==> config.mk <==
export PLATFORM = sky130hd
export DESIGN_NAME = mips_instr_encoder
export DESIGN_NICKNAME = d
export VERILOG_FILES = /design/src/rtl/mips_isa_pkg.sv /design/src/rtl/mips_instr_pack.sv /design/src/rtl/mips_instr_encoder.sv
export SDC_FILE = /design/constraint.sdc
export NUM_CORES = 1
export LEC_CHECK = 0
export ABC_AREA = 0
export CAP_MARGIN = 40
export CORE_MARGIN = 2
export CORE_UTILIZATION = 31
export CTS_BUF_LIST = sky130_fd_sc_hd__clkbuf_8
export DETAILED_ROUTE_END_ITERATION = 6
export GPL_TIMING_DRIVEN = 0
export PLACE_DENSITY = 0.63
export SETUP_SLACK_MARGIN = 0.4
export SLEW_MARGIN = 30
export SYNTH_ARGS = -nofsm -noshare
export SYNTH_HDL_FRONTEND = slang
export SYNTH_HIERARCHICAL = 1
export SYNTH_SLANG_ARGS = --single-unit
==> constraint.sdc <==
create_clock -name clk -period 3 [get_ports clk]
set_input_delay 0.75 -clock clk [delete_from_list [all_inputs] [get_ports clk]]
set_output_delay 0.75 -clock clk [all_outputs]
set_load 0.005 [all_outputs]
==> src/rtl/mips_isa_pkg.sv <==
// Shared MIPS ISA constants for the decoded subset: opcodes, funct codes,
// encoder mnemonic codes, loader FSM states and word-format helpers.
package mips_isa_pkg;

    // Primary opcodes
    localparam logic [5:0] OPC_RTYPE = 6'h00;
    localparam logic [5:0] OPC_LW    = 6'h23;
    localparam logic [5:0] OPC_SW    = 6'h2B;
    localparam logic [5:0] OPC_BEQ   = 6'h04;
    localparam logic [5:0] OPC_ADDI  = 6'h08;
    localparam logic [5:0] OPC_J     = 6'h02;

    // R-type function codes
    localparam logic [5:0] FUNCT_ADD = 6'h20;
    localparam logic [5:0] FUNCT_SUB = 6'h22;
    localparam logic [5:0] FUNCT_AND = 6'h24;
    localparam logic [5:0] FUNCT_OR  = 6'h25;
    localparam logic [5:0] FUNCT_SLT = 6'h2A;

    // Mnemonic codes presented on the load stream; 10..15 are illegal
    typedef enum logic [3:0] {
        MN_ADD  = 4'd0,
        MN_SUB  = 4'd1,
        MN_AND  = 4'd2,
        MN_OR   = 4'd3,
        MN_SLT  = 4'd4,
        MN_LW   = 4'd5,
        MN_SW   = 4'd6,
        MN_BEQ  = 4'd7,
        MN_ADDI = 4'd8,
        MN_J    = 4'd9
    } mnem_e;

    // Loader FSM states
    typedef enum logic [2:0] {
        ST_IDLE  = 3'd0,
        ST_LOAD  = 3'd1,
        ST_WRITE = 3'd2,
        ST_DONE  = 3'd3,
        ST_ERR   = 3'd4
    } state_e;

    // R-type word; shamt is always zero for this subset
    function automatic logic [31:0] enc_r(input logic [4:0] rs, input logic [4:0] rt,
                                          input logic [4:0] rd, input logic [5:0] funct);
        return {OPC_RTYPE, rs, rt, rd, 5'b00000, funct};
    endfunction

    // I-type word; immediate is passed verbatim
    function automatic logic [31:0] enc_i(input logic [5:0] op, input logic [4:0] rs,
                                          input logic [4:0] rt, input logic [15:0] imm);
        return {op, rs, rt, imm};
    endfunction

    // J-type word
    function automatic logic [31:0] enc_j(input logic [25:0] target);
        return {OPC_J, target};
    endfunction

endpackage

==> src/rtl/mips_instr_pack.sv <==
// Combinational packer: mnemonic + operand fields -> 32-bit MIPS word and a
// legality flag. Fields not used by the selected format are ignored.
module mips_instr_pack
    import mips_isa_pkg::*;
(
    input  logic [3:0]  mnem_i,
    input  logic [4:0]  rs_i,
    input  logic [4:0]  rt_i,
    input  logic [4:0]  rd_i,
    input  logic [15:0] imm_i,
    input  logic [25:0] target_i,
    output logic [31:0] word_o,
    output logic        legal_o
);

    logic [31:0] word_s;
    logic        legal_s;

    // Select the instruction format and fill in opcode/funct for the mnemonic
    always_comb begin
        word_s  = 32'h0000_0000;
        legal_s = 1'b1;
        case (mnem_i)
            MN_ADD:  word_s = enc_r(rs_i, rt_i, rd_i, FUNCT_ADD);
            MN_SUB:  word_s = enc_r(rs_i, rt_i, rd_i, FUNCT_SUB);
            MN_AND:  word_s = enc_r(rs_i, rt_i, rd_i, FUNCT_AND);
            MN_OR:   word_s = enc_r(rs_i, rt_i, rd_i, FUNCT_OR);
            MN_SLT:  word_s = enc_r(rs_i, rt_i, rd_i, FUNCT_SLT);
            MN_LW:   word_s = enc_i(OPC_LW, rs_i, rt_i, imm_i);
            MN_SW:   word_s = enc_i(OPC_SW, rs_i, rt_i, imm_i);
            MN_BEQ:  word_s = enc_i(OPC_BEQ, rs_i, rt_i, imm_i);
            MN_ADDI: word_s = enc_i(OPC_ADDI, rs_i, rt_i, imm_i);
            MN_J:    word_s = enc_j(target_i);
            default: begin
                word_s  = 32'h0000_0000;
                legal_s = 1'b0;
            end
        endcase
    end

    assign word_o  = word_s;
    assign legal_o = legal_s;

endmodule

==> src/rtl/mips_instr_encoder.sv <==
// Program loader: accepts instruction fields on a valid/ready stream, encodes
// them and writes one word per accepted instruction into instruction memory.
// The write pointer saturates at the last word; the session then ends as full.
module mips_instr_encoder
    import mips_isa_pkg::*;
#(
    parameter int ADDR_W = 8
) (
    input  logic              clk,
    input  logic              rst,
    input  logic              start,
    input  logic              in_valid,
    output logic              in_ready,
    input  logic [3:0]        in_mnem,
    input  logic [4:0]        in_rs,
    input  logic [4:0]        in_rt,
    input  logic [4:0]        in_rd,
    input  logic [15:0]       in_imm,
    input  logic [25:0]       in_target,
    input  logic              in_last,
    output logic              imem_we,
    output logic [ADDR_W-1:0] imem_addr,
    output logic [31:0]       imem_wdata,
    output logic [ADDR_W:0]   words,
    output logic              done,
    output logic              full,
    output logic              error
);

    localparam logic [ADDR_W-1:0] PTR_MAX = {ADDR_W{1'b1}};

    state_e            state_q, state_d;
    logic [ADDR_W-1:0] ptr_q, ptr_d;
    logic [ADDR_W:0]   words_q, words_d;
    logic              last_q, last_d;
    logic              in_ready_q, in_ready_d;
    logic              imem_we_q, imem_we_d;
    logic [ADDR_W-1:0] imem_addr_q, imem_addr_d;
    logic [31:0]       imem_wdata_q, imem_wdata_d;
    logic              done_q, done_d;
    logic              full_q, full_d;
    logic              error_q, error_d;

    logic [31:0]       pack_word_s;
    logic              pack_legal_s;

    mips_instr_pack u_pack (
        .mnem_i   (in_mnem),
        .rs_i     (in_rs),
        .rt_i     (in_rt),
        .rd_i     (in_rd),
        .imm_i    (in_imm),
        .target_i (in_target),
        .word_o   (pack_word_s),
        .legal_o  (pack_legal_s)
    );

    // Next-state, pointer/counter and registered-output computation
    always_comb begin
        state_d      = state_q;
        ptr_d        = ptr_q;
        words_d      = words_q;
        last_d       = last_q;
        imem_we_d    = 1'b0;
        imem_addr_d  = imem_addr_q;
        imem_wdata_d = imem_wdata_q;
        done_d       = done_q;
        full_d       = full_q;
        error_d      = error_q;
        case (state_q)
            ST_IDLE, ST_DONE, ST_ERR: begin
                if (start) begin
                    state_d = ST_LOAD;
                    ptr_d   = {ADDR_W{1'b0}};
                    words_d = {(ADDR_W+1){1'b0}};
                    done_d  = 1'b0;
                    full_d  = 1'b0;
                    error_d = 1'b0;
                end else begin
                    state_d = state_q;
                end
            end
            ST_LOAD: begin
                if (in_valid && in_ready_q) begin
                    if (pack_legal_s) begin
                        state_d      = ST_WRITE;
                        imem_we_d    = 1'b1;
                        imem_addr_d  = ptr_q;
                        imem_wdata_d = pack_word_s;
                        last_d       = in_last;
                    end else begin
                        state_d = ST_ERR;
                        error_d = 1'b1;
                    end
                end else begin
                    state_d = ST_LOAD;
                end
            end
            ST_WRITE: begin
                words_d = words_q + (ADDR_W+1)'(1);
                if (last_q) begin
                    state_d = ST_DONE;
                    done_d  = 1'b1;
                    ptr_d   = (ptr_q == PTR_MAX) ? ptr_q : ptr_q + ADDR_W'(1);
                end else if (ptr_q == PTR_MAX) begin
                    state_d = ST_DONE;
                    done_d  = 1'b1;
                    full_d  = 1'b1;
                end else begin
                    state_d = ST_LOAD;
                    ptr_d   = ptr_q + ADDR_W'(1);
                end
            end
            default: begin
                state_d = ST_IDLE;
            end
        endcase
        in_ready_d = (state_d == ST_LOAD);
    end

    // State and output registers with asynchronous clear
    always_ff @(posedge clk or posedge rst) begin
        if (rst) begin
            state_q      <= ST_IDLE;
            ptr_q        <= {ADDR_W{1'b0}};
            words_q      <= {(ADDR_W+1){1'b0}};
            last_q       <= 1'b0;
            in_ready_q   <= 1'b0;
            imem_we_q    <= 1'b0;
            imem_addr_q  <= {ADDR_W{1'b0}};
            imem_wdata_q <= 32'h0000_0000;
            done_q       <= 1'b0;
            full_q       <= 1'b0;
            error_q      <= 1'b0;
        end else begin
            state_q      <= state_d;
            ptr_q        <= ptr_d;
            words_q      <= words_d;
            last_q       <= last_d;
            in_ready_q   <= in_ready_d;
            imem_we_q    <= imem_we_d;
            imem_addr_q  <= imem_addr_d;
            imem_wdata_q <= imem_wdata_d;
            done_q       <= done_d;
            full_q       <= full_d;
            error_q      <= error_d;
        end
    end

    assign in_ready   = in_ready_q;
    assign imem_we    = imem_we_q;
    assign imem_addr  = imem_addr_q;
    assign imem_wdata = imem_wdata_q;
    assign words      = words_q;
    assign done       = done_q;
    assign full       = full_q;
    assign error      = error_q;

endmodule

---- Yosys cells after proc, flatten, opt, wreduce, memory -nomap -nowiden ----
Cells that the tools add are included.
storage, ports and cells
  flip-flop bits (word level) ............. 66
  input port bits ......................... 66
  output and inout port bits .............. 54
  logic and storage cells ................. 73
operators by class
  mux-type cells .......................... 25
  reductions and logical operators ........ 13
  equal/unequal tests ..................... 22
  add/sub/neg operators ................... 2
operators with widths
  operator                                       count
  one-hot mux 32 bit (10 select lines)           1
  one-hot mux 9 bit (2 select lines)             1
  == test 4 x 3 -> 1 bit, second input constant  4
  two-way mux 8 bit                              2
  one-hot mux 8 bit (2 select lines)             1
  != test 2 bit, second input constant           6
  two-way mux 1 bit                              10
  OR reduction 10 bit                            1
  adder 9 x 1 -> 9 bit, second input constant    1
  two-way mux 3 bit                              3
  two-way mux 9 bit                              1
  one-hot mux 3 bit (3 select lines)             1
  AND reduction 3 bit                            3
  adder 8 x 1 -> 8 bit, second input constant    1
  == test 4 x 2 -> 1 bit, second input constant  2
  == test 4 bit, second input constant           2
  == test 8 bit, second input constant           1
  AND reduction 4 bit                            2
  == test 3 x 1 -> 1 bit, second input constant  2
  == test 3 x 2 -> 1 bit, second input constant  2
  one-hot mux 1 bit (2 select lines)             3
  == test 4 x 1 -> 1 bit, second input constant  1
  logical NOT 4 bit                              1
  two-way mux 2 bit                              2
  other kinds (7)                                8

---- Longest topological paths before layout ----
Gate-level depths: netlist (run 1).
  depth in word-level cells ............... 7
  gate-level depth with buffers ........... 7
  gate-level depth less buffers ........... 5

---- Hierarchy ----
Netlist (run 1), hierarchy kept.
modules (own cells, without submodules)
  module              sequential area each (um2)  instances  cells each  area each (um2)
  mips_instr_encoder  1,651.6                     1          214         2,765.2
  mips_instr_pack     0.0                         1          72          576.8

---- Worst setup path after synthesis (run 1) ----
No wires, ideal clock.
  path kind ............................... input -> register
  start point ............................. input in_mnem[0]
  end point ............................... register imem_wdata_q[11], in the netlist imem_wdata[11]
  required time ........................... 2,875 ps
  setup time .............................. 125 ps
  arrival time ............................ 2,014 ps
  buffers on the path ..................... 2
  cell stages on the path ................. 6
  path slack .............................. 861 ps
  path through ............................ buf_2 nor2_2 mux2_4 buf_6 a221o_1 mux2_2
on the way
  elaborated cells between the ends (all ways) .. 14
  classes of those cells .................. 9 x eq/ne; 2 x mux; 3 x reduce/logical
RTL lines
  item                                    line                       source
  from (decl)                             mips_instr_encoder.sv:14   input logic [3:0] in_mnem,
  == test 4 bit (tied with other cells)   mips_instr_pack.sv:23      case (mnem_i)
  one-hot mux 32 bit (10 select lines) *  mips_instr_pack.sv:23
  net pack_word_s[11]                     mips_instr_encoder.sv:44   logic [31:0] pack_word_s;
  to (signal assigned)                    mips_instr_encoder.sv:143  imem_wdata_q <= imem_wdata_d;
  to (decl)                               mips_instr_encoder.sv:39   logic [31:0] imem_wdata_q, imem_wdata_d;
The timed path passes the listed nets; every way through them passes the cells marked *.
A chain may end at the register's enable or synchronous reset.

---- Worst setup path after layout (run 1) ----
  start point ............................. input in_mnem[1]
  end point ............................... register imem_wdata_q[2], in the netlist imem_wdata[2]
on the way
  word-level cells in the longest chain between the ends .. 4
  elaborated cells between the ends (all ways) .. 14
  classes of those cells .................. 9 x eq/ne; 2 x mux; 3 x reduce/logical
RTL lines
  item                                            line                      source
  == test 4 x 1 -> 1 bit (tied with other cells)  mips_instr_pack.sv:23
  OR reduction 10 bit (no line) *                 n/a
  two-way mux 1 bit *                             mips_instr_pack.sv:23
  net pack_legal_s                                mips_instr_encoder.sv:45  logic pack_legal_s;
  AND reduction 3 bit (no line) *                 n/a
Marks and branches as above.

==> run summary, run 1 <==
outcome: completed
WHS Path Cells: 1
Synth Net Count: 354
most frequent cells in the layout: clkdlybuf4s50_1, dfrtp_1, mux2_2
cell row count: 37
largest net degree at the start of global routing: 44
Synth Instances: 286
grt met2 use: 0.2489
clock transition at the registers of the reported paths: 0.07 ns
area added between synthesis and finish: 47.81%
NumNets Final: 484
max cap viols: 0
Clk pwr share: 0.227
Flop pwr share: 0.389
final setup skew: 0.006376 ns
Final Cycle Share: 0.8001
Vert. Die Dim: 107.8 um
Vias: 2699
GRT busiest layer: met2
I/O Pins: 120
syn avg cell area: 11.69 um2
Antenna Nets Post-Route: 0
min Tclk post-route: 2.400 ns
grt ovf: 0
Fmax: 416.6 MHz
Max Root-Sink Buffers: 2
PwrDens: 687.5 nW/um2
Die Width: 107.8 um
sequential area share after synthesis: 0.4942
DP HPWL: 6.376 mm
grt met3 use: 0.06598
met1 Use GR: 0.1757
Hold Slack: 0.4821 ns
root buf cell: clkbuf_8
Yosys reg bits: 66
Critical Path Fanout Max: 10
Hold Vio Cnt, Final: 0
TritonCTS clock tree: built
cell leakage power: 2.143 nW
starting density of the core: 0.3208
GPL Wtd Cong: 0.7683
Worst-Margin Slew: 0.8060 ns
Unique masters post-synth: 54
DRC Markers: 0
Tot Pwr: 3.396 mW
global-route wire length before repair: 13.66 mm
Startpoint Class: primary input
switching power share of the total: 0.2939
CTS buffer count: 9
All-Layer GR Usage: 0.1514
H-tree depth: 3
Rel. slew slack: 0.4595
core area: 10420 um2
combinational power share: 0.384
initial antenna violation count: 0
ys async rst share: 1.000
Cell Int Power: 2.398 mW
routed wire length: 8.463 mm
Crit path arrival time: 2.62 ns
number of flops mapped to enable cells by yosys: 0
worst vdd ir: 0.3695 mV
R2R depth: 4
IO Port Bufs: 117
fraction of layout cells with a size suffix above 1: 0.2375
commonest non-fill, non-tap cell in the layout: clkdlybuf4s50_1
Synth Warn #: 6
final slew viol count: 0
setup repair after global routing missed its margin: false
Synth Cell Area: 3342 um2
Net Sw Power: 998.1 uW
Min-Delay Path Class: flip-flop to flip-flop
ys flop type: dfrtp_1
Setup CP Type: primary input to flip-flop
vias in the first global route: 2769
drt wl/cell: 15.19 um
hold_buf cts: 0
post-layout util: 0.4742
flop2flop setup slack: 1.09 ns
TritonRoute pass-1 iters: 5
die area: 11630 um2
initial DRC count: 71
endpoints failing setup: 0
Via-to-Cell Ratio: 4.846
CTS sink cnt: 66
Crit. End Element: flip-flop
Antenna diodes: 0
worst skew pair latency: 0.34 ns
Worst Path Required: 3.22 ns
## routing by layer
layer,share of wire,wire length (um),vias to the layer above
li1,-,-,1318
met2,0.47,3964,104
met1,0.42,3554,1267
met3,0.097,822,10
met5,0,0,-
met4,0.014,121,0
## cells by family (layout without fill, tap and decap cells)
group	after synthesis	in the layout	share of synthesized area
AOI/OAI and AO/OA	72	72	0.1625
xor gates and xnor gates	4	4	0.01048
adders and majority gates	2	2	0.007487
buffers and inverters	22	157	0.04193
DFF	66	66	0.4942
muxes	48	48	0.1610
other	1	1	0.001122
and+or+nand+nor	71	71	0.1213
## synthesized netlist by cell type, types with 6 or more instances
master | instances | area, um2
a21oi_1 | 6 | 30.03
a22o_1 | 10 | 87.58
a22o_2 | 6 | 60.06
and2_1 | 6 | 37.54
and3_1 | 6 | 37.54
buf_2 | 10 | 50.05
dfrtp_1 | 66 | 1652
mux2_2 | 42 | 473.0
nand2_1 | 20 | 75.07
nor2_1 | 12 | 45.04
o211ai_1 | 6 | 45.04
o21ai_0 | 18 | 90.09
o31ai_1 | 6 | 45.04
## registers in the layout (all words and copies together), names as in the netlist
name,cells
done,1
imem_we,1
last_q,1
imem_wdata,32
state_q,3
imem_addr,8
in_ready,1
full,1
words,9
ptr_q,8
error,1
## final timing paths
kind | start | to
min in group asynchronous | rst | imem_wdata[26]
max | in_mnem[1] | imem_wdata[2]
max reg2reg | state_q[2] | ptr_q[5]
min | last_q | full
max in group asynchronous | rst | imem_wdata[8]
min reg2reg | last_q | full
## worst max-delay path, stage by stage
cell	delay (ns)
clkdlybuf4s50_1	0.46
buf_2	0.22
o21ai_2	0.22
nor3b_1	0.25
nand2_2	0.19
buf_4	0.24
mux2_2	0.28
## stage by stage
stage	instance area [um2]	TNS [ns]	setup WS [ns]	instances
final	4940	0	0.5996	557
after global routing	4940	0	0.4312	557
after CTS	4928	0	0.4375	556
after detailed placement	4713	-1.985	-0.07811	540
after global placement	4683	-48.27	-0.7078	539
after floorplan	3342	0	0.5952	286
## repair_timing
action | 4_1_cts | 5_1_grt
cloned | 0 | 0
setup buffers | 0 | 0
resized for setup | 5 | 2
endpoints found under the setup margin | 37 | 37
## power by group through the flow
stage	sequential [mW]	combinational, mW	clock, mW
CTS	1.32	1.32	0.803
global route	1.36	1.42	0.842
floorplan	1.33	0.575	0
finish	1.32	1.30	0.772
detailed placement	1.34	1.31	0
global placement	1.32	1.28	0
## final cells by class
class | count | area, um2
Fill cell | 992 | 5477
Sequential cell | 66 | 1652
Multi-Input combinational cell | 198 | 1556
Timing Repair Buffer | 119 | 1204
Tap cell | 136 | 170.2
Clock buffer | 11 | 151.4
Buffer | 17 | 131.4
Clock inverter | 5 | 53.80
Inverter | 5 | 21.27
Power figures use the tool's default switching activity.
==> run 2: changes to the inputs <==
==> constraint.sdc (replaced) <==
create_clock -name clk -period 2.4 [get_ports clk]
set_input_delay 0.6 -clock clk [delete_from_list [all_inputs] [get_ports clk]]
set_output_delay 0.6 -clock clk [all_outputs]
set_load 0.005 [all_outputs]
==> run 2 against run 1 <==
Against the previous run:
- critical path depth increased by 1
- hold slack gained 0.0010 ns
- sequential cell count unchanged
- count of clock-buffer cells in the layout is the same
- first-iteration DRC count shrank 48%
- power is 24% higher
- largest cell class unchanged
==> run summary, run 2 (synthesis results as in run 1) <==
die area: 11630 um2 (unchanged)
NumNets Final: 492 (was 484)
dpl cell area: 4770 um2 (was 4713 um2)
grt ovf: 0 (unchanged)
CTS buffer count: 9 (unchanged)
routed wire length: 8.844 mm (was 8.463 mm)
Net Sw Power: 1.273 mW (was 998.1 uW)
initial DRC count: 37 (was 71)
Critical R2R Capture: ptr_q[5] (unchanged)
metal3 WL: 789 um (was 822 um)
cell leakage power: 2.203 nW (was 2.143 nW)
Post-Route Setup TNS: 0 ns (unchanged)
Min-Delay Path Class: flip-flop to flip-flop (unchanged)
endpoints failing setup: 0 (unchanged)
M1 WL: 3.708 mm (was 3.554 mm)
WHS Path Cells: 1 (unchanged)
Reg2Reg Launch Point: state_q[2] (unchanged)
Startpoint Class: primary input (unchanged)
final instance area: 5041 um2 (was 4940 um2)
worst hold endpoint: full (unchanged)
min Tclk post-route: 1.937 ns
DP HPWL: 6.630 mm (was 6.376 mm)
GPL Wtd Cong: 0.7630 (was 0.7683)
most frequent cells in the layout: clkdlybuf4s50_1, dfrtp_1, mux2_2 (unchanged)
All-Layer GR Usage: 0.1623 (was 0.1514)
worst skew pair latency: 0.34 ns (about the same)
initial antenna violation count: 0 (unchanged)
Setup CP Type: primary input to flip-flop (unchanged)
combinational power share: 0.406 (was 0.384)
Flop pwr share: 0.393 (was 0.389)
max reg flops: 32 (unchanged)
DRC Markers: 0 (unchanged)
Crit path arrival time: 2.16 ns (was 2.62 ns)
final slew viol count: 0 (unchanged)
largest net degree at the start of global routing: 21 (was 44)
Via-to-Cell Ratio: 4.924 (was 4.846)
Fmax: 516.2 MHz
Critical Path Fanout Max: 10 (unchanged)
commonest non-fill, non-tap cell in the layout: clkdlybuf4s50_1 (unchanged)
TritonRoute pass-1 iters: 4 (was 5)
setup repair after global routing missed its margin: true (was false)
Worst Path Required: 2.63 ns (was 3.22 ns)
max layer used: met4 (unchanged)
R2R depth: 4 (unchanged)
Max Root-Sink Buffers: 2 (unchanged)
vias in the first global route: 2948 (was 2769)
IO Port Bufs: 117 (unchanged)
I/O Pins: 120 (unchanged)
Tot Pwr: 4.195 mW (was 3.396 mW)
final setup skew: 0.008427 ns (was 0.006376 ns)
global-route wire length before repair: 14.65 mm (was 13.66 mm)
Antenna Nets Post-Route: 0 (unchanged)
core area: 10420 um2 (unchanged)
H-tree depth: 3 (unchanged)
Die Width: 107.8 um (unchanged)
Final WS setup: 0.4627 ns (was 0.5996 ns)
TritonCTS clock tree: built (unchanged)
Final Cycle Share: 0.8072
Hold Vio Cnt, Final: 0 (unchanged)
Clk pwr share: 0.201 (was 0.227)
DR WL met2: 4.228 mm (was 3.964 mm)
Antenna diodes: 0 (unchanged)
Cell Int Power: 2.922 mW (was 2.398 mW)
clock transition at the registers of the reported paths: 0.07 ns (about the same)
hold_buf cts: 0 (unchanged)
max cap viols: 0 (unchanged)
CTS sink cnt: 66 (unchanged)
post-layout util: 0.4840 (was 0.4742)
PwrDens: 832.2 nW/um2 (was 687.5 nW/um2)
starting density of the core: 0.3208 (unchanged)
drt wl/cell: 15.68 um (was 15.19 um)
outcome: completed (unchanged)
root buf cell: clkbuf_8 (unchanged)
min-delay src: last_q (unchanged)
switching power share of the total: 0.3035 (was 0.2939)
worst vdd ir: 0.3330 mV (was 0.3695 mV)
Place WS: -0.5135 ns (was -0.07811 ns)
cell row count: 37 (unchanged)
Rel. slew slack: 0.5014 (was 0.4595)
Worst-Margin Slew: 0.7435 ns (was 0.8060 ns)
flop2flop setup slack: 0.51 ns (was 1.09 ns)
fraction of layout cells with a size suffix above 1: 0.2523 (was 0.2375)
area added between synthesis and finish: 50.84% (was 47.81%)
Vias: 2777 (was 2699)
Vert. Die Dim: 107.8 um (unchanged)
Crit. End Element: flip-flop (unchanged)
==> run 2: power by group through the flow <==
stage	clock network, mW	registers [mW]	logic, mW
after floorplan	0	1.66	0.719
after global placement	0	1.65	1.61
after detailed placement	0	1.67	1.65
after CTS	0.876	1.65	1.70
after global routing	0.918	1.70	1.87
final	0.843	1.65	1.70
==> run 2: repair_timing <==
action                                  in CTS  in global routing
gates cloned                                 1                  0
pin swaps                                    1                  0
gates resized for setup                     16                  3
buffers inserted                             5                  0
endpoints found under the setup margin      51                  5
==> run 2: per-stage QoR <==
step / instances / hold WS [ns]
3_5_place_dp: 542 / 0.4674
5_1_grt: 564 / 0.5073
3_3_place_gp: 539 / 0.4675
4_1_cts: 563 / 0.4769
6_report: 564 / 0.4831
2_1_floorplan: 286 / 0.4461
==> run 2: cell type report <==
| class | count | area (um2) |
|---|---|---|
| Fill cell | 972 | 5375 |
| Sequential cell | 66 | 1652 |
| Multi-Input combinational cell | 198 | 1584 |
| Timing Repair Buffer | 127 | 1299 |
| Tap cell | 136 | 170.2 |
| Clock buffer | 11 | 151.4 |
| Buffer | 17 | 143.9 |
| Inverter | 5 | 22.52 |
| Clock inverter | 4 | 18.77 |
==> run 2: layer usage <==
layer	track usage	up-vias
li1	-	1338
met1	0.1915	1322
met2	0.2722	109
met3	0.05569	8
met4	0.06044	0
met5	0	-
==> run 2: how the worst max path moves through the flow <==
stage,endpoint,startpoint
CTS,ptr_q[5],state_q[2]
detailed placement,imem_wdata[5],in_mnem[1]
finish,imem_wdata[18],in_mnem[2]
global placement,imem_addr[7],in_mnem[1]
floorplan,imem_wdata[11],in_mnem[0]
global route,imem_wdata[28],in_mnem[2]
==> run 2: critical path: stages <==
cell and delay, ns:
dlygate4sd2_1 0.26, buf_6 0.13, buf_4 0.13, o21ai_2 0.16
nor3b_2 0.22, nand2_2 0.15, buf_4 0.23, mux2_2 0.28
